$ cat config.mk
export PLATFORM = sky130hd
export DESIGN_NAME = amo_sequencer
export DESIGN_NICKNAME = d
export VERILOG_FILES = /design/src/rtl/amo_sequencer.sv
export SDC_FILE = /design/constraint.sdc
export NUM_CORES = 1
export LEC_CHECK = 0
export BUFFER_PORTS_ARGS = -buffer_cell sky130_fd_sc_hd__buf_2
export CAP_MARGIN = 15
export CORE_MARGIN = 2
export CORE_UTILIZATION = 60
export CTS_CLUSTER_SIZE = 25
export DETAILED_ROUTE_END_ITERATION = 6
export GPL_TIMING_DRIVEN = 1
export PLACE_DENSITY = 0.95
export SYNTH_ARGS = -nofsm -noshare
export SYNTH_HDL_FRONTEND = slang
export SYNTH_SLANG_ARGS = --single-unit
$ cat constraint.sdc
create_clock -name clk -period 3.87 [get_ports clk]
set_input_delay 0.387 -clock clk [delete_from_list [all_inputs] [get_ports clk]]
set_output_delay 0.387 -clock clk [all_outputs]
set_load 0.01 [all_outputs]
$ cat src/rtl/amo_sequencer.sv
// amo_sequencer
//   Control FSM that walks RV32A instructions (LR.W, SC.W, AMO*.W) through the
//   multicycle datapath's AMO resources. It also owns the single-hart load
//   reservation.
//
// State table
//   state  | meaning
//   IDLE   | waiting for start from the main control unit
//   LD_REQ | load request outstanding (LR / AMO read)
//   LD_WB  | write load data to rd and temp; LR sets the reservation here
//   CALC   | ALU combines temp with rs2, result back into temp
//   ST_REQ | store request outstanding (AMO result or SC rs2)
//   SC_WB  | write SC success/fail flag to rd, drop the reservation
//   ERR    | misaligned or illegal op reported, no memory access
//
// Ports
//   clk, reset                  clock, async active-high reset
//   start, amo_op, addr         request from the main control unit
//   mem_valid/mem_we/mem_ready  memory handshake
//   snoop_we, snoop_addr        external writes, may kill the reservation
//   resv_clear                  trap / mret / context switch kills reservation
//   amo_* / select_* / srca_*   datapath strobes
//   reg_write, busy, done       sequencing status
//   misaligned, illegal         error flags, pulsed with done
module amo_sequencer #(
  parameter int RESV_GRANULE_LOG2 = 2
) (
  input  logic        clk,
  input  logic        reset,
  input  logic        start,
  input  logic [4:0]  amo_op,
  input  logic [31:0] addr,
  output logic        mem_valid,
  output logic        mem_we,
  input  logic        mem_ready,
  input  logic        snoop_we,
  input  logic [31:0] snoop_addr,
  input  logic        resv_clear,
  output logic        amo_buffered_address,
  output logic        amo_temp_write_operation,
  output logic        select_ALUResult,
  output logic        select_amo_temp,
  output logic        srca_amo_temp,
  output logic [4:0]  amo_alu_op,
  output logic        muxed_Aluout_or_amo_rd_wr,
  output logic        amo_buffered_data,
  output logic        amo_set_reserved_state_load,
  output logic        amo_reserved_state_load,
  output logic        reg_write,
  output logic        busy,
  output logic        done,
  output logic        misaligned,
  output logic        illegal
);

  localparam int GW = 32 - RESV_GRANULE_LOG2;

  localparam logic [4:0] OP_ADD  = 5'b00000;
  localparam logic [4:0] OP_SWAP = 5'b00001;
  localparam logic [4:0] OP_LR   = 5'b00010;
  localparam logic [4:0] OP_SC   = 5'b00011;
  localparam logic [4:0] OP_XOR  = 5'b00100;
  localparam logic [4:0] OP_OR   = 5'b01000;
  localparam logic [4:0] OP_AND  = 5'b01100;
  localparam logic [4:0] OP_MIN  = 5'b10000;
  localparam logic [4:0] OP_MAX  = 5'b10100;
  localparam logic [4:0] OP_MINU = 5'b11000;
  localparam logic [4:0] OP_MAXU = 5'b11100;

  typedef enum logic [2:0] {
    S_IDLE, S_LD_REQ, S_LD_WB, S_CALC, S_ST_REQ, S_SC_WB, S_ERR
  } state_t;

  function automatic logic op_legal(input logic [4:0] op);
    case (op)
      OP_LR, OP_SC, OP_SWAP, OP_ADD, OP_XOR, OP_AND, OP_OR,
      OP_MIN, OP_MAX, OP_MINU, OP_MAXU: op_legal = 1'b1;
      default:                          op_legal = 1'b0;
    endcase
  endfunction

  state_t          state_q, state_d;
  logic [4:0]      op_q, op_d;
  logic [GW-1:0]   gran_q, gran_d;
  logic            fail_q, fail_d;
  logic            mis_q, mis_d;
  logic            ill_q, ill_d;
  logic            resv_valid_q, resv_valid_d;
  logic [GW-1:0]   resv_gran_q, resv_gran_d;

  logic            lr_set;
  logic            sc_clr;
  logic            sc_match;
  logic            start_mis;
  logic            start_ill;
  logic [GW-1:0]   addr_gran;
  logic [GW-1:0]   snoop_gran;
  logic            unused_addr_bits;

  assign addr_gran  = addr[31:RESV_GRANULE_LOG2];
  assign snoop_gran = snoop_addr[31:RESV_GRANULE_LOG2];
  assign start_mis  = (addr[1:0] != 2'b00);
  assign start_ill  = !op_legal(amo_op);
  assign unused_addr_bits = ^{addr, snoop_addr};

  // A clear or matching snoop arriving alongside the SC start forces failure.
  assign sc_match = resv_valid_q && (addr_gran == resv_gran_q) && !resv_clear &&
                    !(snoop_we && (snoop_gran == resv_gran_q));

  always_ff @(posedge clk or posedge reset) begin
    if (reset) begin
      state_q      <= S_IDLE;
      op_q         <= '0;
      gran_q       <= '0;
      fail_q       <= 1'b0;
      mis_q        <= 1'b0;
      ill_q        <= 1'b0;
      resv_valid_q <= 1'b0;
      resv_gran_q  <= '0;
    end else begin
      state_q      <= state_d;
      op_q         <= op_d;
      gran_q       <= gran_d;
      fail_q       <= fail_d;
      mis_q        <= mis_d;
      ill_q        <= ill_d;
      resv_valid_q <= resv_valid_d;
      resv_gran_q  <= resv_gran_d;
    end
  end

  always_comb begin
    state_d = state_q;
    op_d    = op_q;
    gran_d  = gran_q;
    fail_d  = fail_q;
    mis_d   = mis_q;
    ill_d   = ill_q;
    lr_set  = 1'b0;
    sc_clr  = 1'b0;

    mem_valid                 = 1'b0;
    mem_we                    = 1'b0;
    amo_buffered_address      = 1'b0;
    amo_temp_write_operation  = 1'b0;
    select_ALUResult          = 1'b0;
    select_amo_temp           = 1'b0;
    srca_amo_temp             = 1'b0;
    muxed_Aluout_or_amo_rd_wr = 1'b0;
    amo_buffered_data         = 1'b0;
    reg_write                 = 1'b0;
    done                      = 1'b0;
    misaligned                = 1'b0;
    illegal                   = 1'b0;

    case (state_q)
      S_IDLE: begin
        if (start) begin
          amo_buffered_address = 1'b1;
          op_d   = amo_op;
          gran_d = addr_gran;
          mis_d  = start_mis;
          ill_d  = start_ill;
          fail_d = 1'b0;
          if (start_mis || start_ill) begin
            state_d = S_ERR;
          end else if (amo_op == OP_SC) begin
            if (sc_match) begin
              state_d = S_ST_REQ;
            end else begin
              fail_d  = 1'b1;
              state_d = S_SC_WB;
            end
          end else begin
            state_d = S_LD_REQ;
          end
        end
      end
      S_LD_REQ: begin
        mem_valid = 1'b1;
        if (mem_ready) state_d = S_LD_WB;
      end
      S_LD_WB: begin
        reg_write                = 1'b1;
        amo_temp_write_operation = 1'b1;
        if (op_q == OP_LR) begin
          lr_set  = 1'b1;
          done    = 1'b1;
          state_d = S_IDLE;
        end else begin
          state_d = S_CALC;
        end
      end
      S_CALC: begin
        srca_amo_temp            = 1'b1;
        amo_temp_write_operation = 1'b1;
        select_ALUResult         = 1'b1;
        state_d                  = S_ST_REQ;
      end
      S_ST_REQ: begin
        mem_valid = 1'b1;
        mem_we    = 1'b1;
        if (op_q == OP_SC) begin
          if (mem_ready) begin
            fail_d  = 1'b0;
            state_d = S_SC_WB;
          end
        end else begin
          select_amo_temp = 1'b1;
          if (mem_ready) begin
            done    = 1'b1;
            state_d = S_IDLE;
          end
        end
      end
      S_SC_WB: begin
        reg_write                 = 1'b1;
        muxed_Aluout_or_amo_rd_wr = 1'b1;
        amo_buffered_data         = fail_q;
        done                      = 1'b1;
        sc_clr                    = 1'b1;
        state_d                   = S_IDLE;
      end
      S_ERR: begin
        done       = 1'b1;
        misaligned = mis_q;
        illegal    = ill_q;
        state_d    = S_IDLE;
      end
      default: state_d = S_IDLE;
    endcase
  end

  // Reservation update. Clears are applied after the LR set so they win; a
  // snoop during the LR set is compared against the address being reserved.
  always_comb begin
    resv_valid_d = resv_valid_q;
    resv_gran_d  = resv_gran_q;
    if (lr_set) begin
      resv_valid_d = 1'b1;
      resv_gran_d  = gran_q;
    end
    if (resv_clear || sc_clr || (snoop_we && (snoop_gran == resv_gran_d))) begin
      resv_valid_d = 1'b0;
    end
    amo_set_reserved_state_load = (resv_valid_d != resv_valid_q) ||
                                  (resv_valid_d && (resv_gran_d != resv_gran_q));
  end

  assign amo_reserved_state_load = resv_valid_q;
  assign amo_alu_op              = op_q;
  assign busy                    = (state_q != S_IDLE);

endmodule

; ---- Word-level counts from Yosys, hierarchy flattened
; Memory sizes are Yosys's and may differ from the RTL's.
; Index checks and enable logic that the tools add are counted.
[totals]
memories = 1
register_bits = 72
out_inout_bits = 21
elab_cells = 89
inputBits = 75
romBits = 32
[classes]
reduce_logical = 24
n_eq_ne = 18
muxes = 38
[memory_table]
columns = name, depth, width, read_ports, rd_clocked_by_memory_dff, wr, line
row1 = (name not given), 32, 1, 1, 0, 0, 75  ; case (op)
[ops]
columns = cell, count
row1 = $eq A30 B30 Y1, 3
row2 = $mux W30, 1
row3 = $ne A30 B30 Y1, 1
row4 = $mux W1, 26
row5 = $mux W3, 7
row6 = $eq A5 B2 Y1 const B, 3
row7 = $pmux W3 S5, 1
row8 = $eq A3 B3 Y1 const B, 3
row9 = $ne A2 B2 Y1 const B, 4
row10 = $reduce_or A2 Y1, 4
row11 = $eq A3 B2 Y1 const B, 2
row12 = $logic_and A1 B1 Y1, 6
row13 = $logic_or A1 B1 Y1, 4
row14 = $reduce_and A4 Y1, 1
row15 = $reduce_bool A2 Y1, 2
row16 = $eq A3 B1 Y1 const B, 1
row17 = $logic_not A1 Y1, 3
row18 = $logic_not A3 Y1, 1
row19 = $pmux W1 S3, 1
row20 = $reduce_and A3 Y1, 1
row21 = $reduce_bool A3 Y1, 1
row22 = $mux W2, 1
row23 = $pmux W1 S2, 1
row24 = $reduce_and A2 Y1, 1
row25 = $ne A1 B1 Y1, 1

; ---- Logic depth before layout (Yosys ltp)
[logic_depth]
depth_word = 10
ltp_mapped = 9
ltp_nobuf = 7

; ---- Worst setup path before layout
; Ideal clock, no wire load.
[synth_path]
path_kind = flip-flop to output port
from = reg op_q[3] (netlist: amo_alu_op[3])
to = out amo_set_reserved_state_load
required_time_ns = 3.483
path_stages_with_launch = 9
path_buffers = 1
slack_ns = 1.258
t_arrival_ns = 2.225
path_cell_list = dfrtp_1 -> nor4b_4 -> and3_1 -> buf_6 -> mux2_4 -> a221oi_2 -> o21a_1 -> a31oi_1 -> mux2_4
[synth_between]
elab_chain_len = 10
word_cells_on_any_way = 13
classes_between = eq/ne (4) / mux (5) / reduce/logical (4)
[synth_lines]
columns = element, line
row1 = "start, declared", 83  ; logic [4:0] op_q, op_d;
row2 = "start signal, assigned", 122  ; op_q <= op_d;
row3 = $eq A5 B2 Y1 *, 186  ; if (op_q == OP_LR) begin
row4 = $mux W1 *, 186
row5 = $mux W1 *, 156  ; case (state_q)
row6 = $mux W30 *, 239  ; if (lr_set) begin
row7 = via resv_gran_d[25], 89  ; logic [GW-1:0] resv_gran_q, resv_gran_d;
row8 = $eq A30 B30 Y1, 243  ; if (resv_clear || sc_clr || (snoop_we && (snoop_gran == resv_gran_d))) begin
row9 = $logic_and A1 B1 Y1, 243
row10 = $logic_or A1 B1 Y1, 243
row11 = $mux W1, 243
row12 = $ne A1 B1 Y1 or $logic_and A1 B1 Y1 (tied branches), "246, 247"
row13 = $logic_or A1 B1 Y1 *, 246  ; amo_set_reserved_state_load = (resv_valid_d != resv_valid_q) ||
row14 = "end, declared", 47  ; output logic amo_set_reserved_state_load,
; Mark *: on every way through the listed nets, which the timed path passes. The rest lies on a longest branch.

; ---- Worst setup path after layout
; Same ends and word-level chain as after synthesis.

==> key figures <==
Power and ir drop
  • Portion of total power attributed to combinational logic: 43.7%
  • Pwr per Cell Area: 725 nW/um^2
  • Worst supply voltage drop on vdd: 0.498 mV
  • Internal: 2.10 mW
  • Net switching component of the power: 1.73 mW
  • Switching share of power: 45.1%
  • Leakage power summed over all cells: 2.49 nW
  • Fraction of power consumed by the clock network: 15.7%
  • Power consumption: 3.82 mW
  • Fraction of power consumed by sequential logic: 40.6%

Synth
  • Total standard cell area after synthesis: 4550 sq um
  • Cells after Synth: 547
  • Post-Syn Area per Cell: 8.32 sq um
  • Unique masters post-synth: 46
  • Cell with the most instances after synthesis: sky130_fd_sc_hd__nand2_1
  • Cell types with the largest area share after synthesis: sky130_fd_sc_hd__dfrtp_1 40%, sky130_fd_sc_hd__xnor2_1 13%, sky130_fd_sc_hd__nand2_1 11%, sky130_fd_sc_hd__o21ai_0 4.2%, sky130_fd_sc_hd__inv_1 3.5%
  • Cell type contributing the most total cell area after synthesis: sky130_fd_sc_hd__dfrtp_1
  • Dominant combinational cell family by area after synthesis: simple AND/OR/NAND/NOR gates
  • Xor-xnor portion of the synthesized cell area: 15.6%
  • Share of synthesized area occupied by flip-flops and latches: 39.6%
  • Number of synthesis warnings: 0
  • Fraction of registers with async set or reset after synthesis: 100%
  • Area share of the largest cell type after synthesis: 39.6%
  • Net count after synthesis: 622
  • Share of synthesized cell area in and, or, nand and nor gates: 22.8%
  • Most used standard cells in the synthesized netlist: 132 x sky130_fd_sc_hd__nand2_1, 72 x sky130_fd_sc_hd__dfrtp_1, 68 x sky130_fd_sc_hd__xnor2_1
  • Count of flip-flops with a built-in enable after synthesis: 0
  • Synth Area in Compound Gates: 14.4%
  • Adder-cell share of the synthesized area: 0%
  • Mux share of post-synthesis cell area: 1.90%
  • Main flop type after synthesis: sky130_fd_sc_hd__dfrtp_1
  • Number of synthesized register bits: 72

Outcome
  • Result of the run: completed

Timing
  • Headroom to the max-slew limit: 38.4%
  • Achievable frequency: 0.280 GHz
  • Count of final setup violators: 0
  • Fin Clk Skew: 0.00993 ns
  • Setup repair after global routing missed its margin: false
  • Setup_tns: 0 ns
  • Shortest period the worst path allows: 3.58 ns
  • Final Max Tran Viols: 0
  • Measured slew at the worst slew-check pin: 0.922 ns
  • Final Hold Viols: 0
  • Period utilization: 92.4%

Critical path
  • Critical-path cell list: nor4b_4 > and3_1 > buf_4 > mux2_4 > a221oi_2 > o21a_1 > a31oi_1 > mux2_4 > buf_2
  • Combined buffer and inverter count along the critical path: 2
  • Slowest CP cell: sky130_fd_sc_hd__dfrtp_1
  • Worst Setup Path Type: flop to output pin
  • Startpoint kind of the worst setup timing path: flop
  • Worst-path fanout max: 11
  • Worst endpoint data arrival time: 3.19 ns
  • CP Data Required Time: 3.48 ns
  • Kind of end point of the critical path: output pin
  • Delay of the slowest cell on the worst path: 0.42 ns
  • Cell family with most CP delay: simple AND/OR/NAND/NOR gates
  • Most used cell along the critical path: sky130_fd_sc_hd__mux2_4

Drt
  • Vias per std cell: 6.02
  • Via count of the routed design: 4436
  • Count of antenna-violating nets left after detailed routing: 0
  • Final Routed Wirelength: 13700 microns
  • DRC violation total after the first TritonRoute iteration: 565
  • Met2 layer wire length in the routed design: 6400 microns
  • Pre-antenna DRT Iters: 7
  • Met3 wire length: 1310 microns
  • Detailed-route DRC error count: 0
  • Wire per inst: 18.6 microns
  • Detailed-route wire length on metal 1: 5610 microns
  • Highest layer used for signal routing: met4

Die
  • Die Area: 8300 sq um
  • Core ar.: 7290 sq um
  • Vertical die dimension: 91.1 microns
  • X dimension of the die: 91.1 microns
  • Number of placed I/O pins: 96
  • Initial Util: 62.4%
  • Row count: 31

Cells and area
  • Antenna cell count: 0
  • Final nets: 709
  • Fraction of final layout cells with drive strength greater than 1: 19.4%
  • Layout Utilization: 72.3%
  • Area delta synth->final: 15.9%

Min path
  • Worst hold path type: input port to async pin

Clock tree
  • Post-CTS Setup Repair Bufs: 0
  • Max Root-Sink Buffers: 2
  • CTS sink count: 72
  • Total clock buffers created by CTS: 9
  • Max H-tree Level: 3
  • Buffer type at the clock tree root: sky130_fd_sc_hd__clkbuf_8
  • Post-CTS resize count: 0
  • Clock input transition at the sequential cells of the worst setup and hold paths: 0.08 ns
  • Count of hold-fix buffers inserted at cts: 0
  • TritonCTS clock tree: done
  • Worst-Skew Late Latency: 0.35 ns

Global route
  • Overall Global Routing Usage: 34.3%
  • Initial antenna violation count: 0
  • Wire length of the first global-routing pass: 22300 microns
  • Via count of the first global-routing pass: 4354
  • GRT overflow: 0
  • Maximum number of pins on one net before global-route repair: 51

Placement
  • Number of buffers added on ports: 93
  • Routability congestion estimate: 1.01
  • Half-perimeter wire length after placement: 10600 microns

Flow run
  • Max_cap viols: 0
## routing by layer
| metal | vias up | GRT usage, % |
|---|---|---|
| met1 | 2082 | 47.1 |
| li1 | 2023 | - |
| met5 | - | 0 |
| met4 | 0 | 13.9 |
| met2 | 285 | 53.5 |
| met3 | 46 | 6.89 |
## kinds of logic after synthesis
kind of cell           count (synthesis)
AND/OR/NAND/NOR                      223
AO/OA/AOI/OAI                         99
XOR/XNOR                              81
flip-flops                            72
buffers and inverters                 65
multiplexers                           7
## worst register-to-register path, delay by kind of cell (launching register included)
family                 cells  cell delay (ns)
multiplexers               1             0.33
buffers and inverters      1             0.27
AO/OA/AOI/OAI              4             0.67
AND/OR/NAND/NOR            2             0.81
flip-flops                 1             0.42
## area by class of cell
| class | instances | area [sq um] |
|---|---|---|
| fillers | 600 | 2020 |
| flip-flops and latches | 72 | 1800 |
| repair buffers | 99 | 510 |
| clock inverters | 5 | 57.6 |
| clock buffers | 10 | 138 |
| multi-input cells | 410 | 2480 |
| inverters | 42 | 158 |
| well taps | 99 | 124 |
## state kept, by name, indices dropped and copies added, names as in the netlist
register,count
mis_q,1
state_q,3
amo_reserved_state_load,1
fail_q,1
amo_alu_op,5
gran_q,30
ill_q,1
resv_gran_q,30
## stage by stage
step           setup slack [ns]  hold WS, ns  cell area [sq um]  cells
6_report                  0.292        0.229               5270    737
2_1_floorplan              1.26        0.442               4550    547
3_3_place_gp              0.790        0.456               5080    722
5_1_grt                   0.193        0.261               5270    737
3_5_place_dp              0.704        0.466               5080    722
4_1_cts                   0.320        0.246               5270    737
## power by group through the flow
stage,registers [mW],clock network (mW),logic (mW)
2_1_floorplan,1.38,0,1.23
3_3_place_gp,1.52,0,1.58
3_5_place_dp,1.55,0,1.63
4_1_cts,1.53,0.608,1.64
5_1_grt,1.59,0.643,1.84
6_report,1.55,0.601,1.67
## path summary, 6_finish.rpt
check                              startpoint                          end  slack, ns  depth (start not counted)
max in group asynchronous               reset              resv_gran_q[12]       2.71                          3
worst max register to register  amo_alu_op[3]      amo_reserved_state_load       1.26                          8
worst min register to register          mis_q                        mis_q       0.48                          2
worst min-delay path                    reset                    gran_q[6]       0.23                          2
min in group clk                      addr[3]                    gran_q[1]       0.25                          3
worst max-delay path            amo_alu_op[3]  amo_set_reserved_state_load       0.29                          9
## layout by cell type, fill, tap and decap left out, types with 2 or more instances in the layout
| master | count |
|---|---|
| sky130_fd_sc_hd__nor4_1 | 12 |
| sky130_fd_sc_hd__o2bb2ai_1 | 4 |
| sky130_fd_sc_hd__nand2b_1 | 18 |
| sky130_fd_sc_hd__mux2_4 | 3 |
| sky130_fd_sc_hd__mux2i_1 | 3 |
| sky130_fd_sc_hd__a21o_1 | 3 |
| sky130_fd_sc_hd__a221oi_1 | 6 |
| sky130_fd_sc_hd__o2111ai_1 | 5 |
| sky130_fd_sc_hd__nor3_1 | 5 |
| sky130_fd_sc_hd__o22ai_1 | 13 |
| sky130_fd_sc_hd__o221ai_1 | 4 |
| sky130_fd_sc_hd__clkbuf_8 | 10 |
| sky130_fd_sc_hd__a22o_1 | 4 |
| sky130_fd_sc_hd__clkinvlp_4 | 3 |
| sky130_fd_sc_hd__nand2_1 | 132 |
| sky130_fd_sc_hd__nand3_1 | 10 |
| sky130_fd_sc_hd__nor2_1 | 15 |
| sky130_fd_sc_hd__a31oi_1 | 4 |
| sky130_fd_sc_hd__buf_2 | 93 |
| sky130_fd_sc_hd__a211oi_1 | 2 |
| sky130_fd_sc_hd__buf_4 | 6 |
| sky130_fd_sc_hd__and3_1 | 5 |
| sky130_fd_sc_hd__a21oi_1 | 6 |
| sky130_fd_sc_hd__inv_1 | 41 |
| sky130_fd_sc_hd__o21ai_0 | 38 |
| sky130_fd_sc_hd__nand4_1 | 19 |
| sky130_fd_sc_hd__or2_2 | 2 |
| sky130_fd_sc_hd__xor2_1 | 13 |
| sky130_fd_sc_hd__o21a_1 | 2 |
| sky130_fd_sc_hd__xnor2_1 | 68 |
| sky130_fd_sc_hd__dfrtp_1 | 72 |
(Power assumes the default switching activity.)
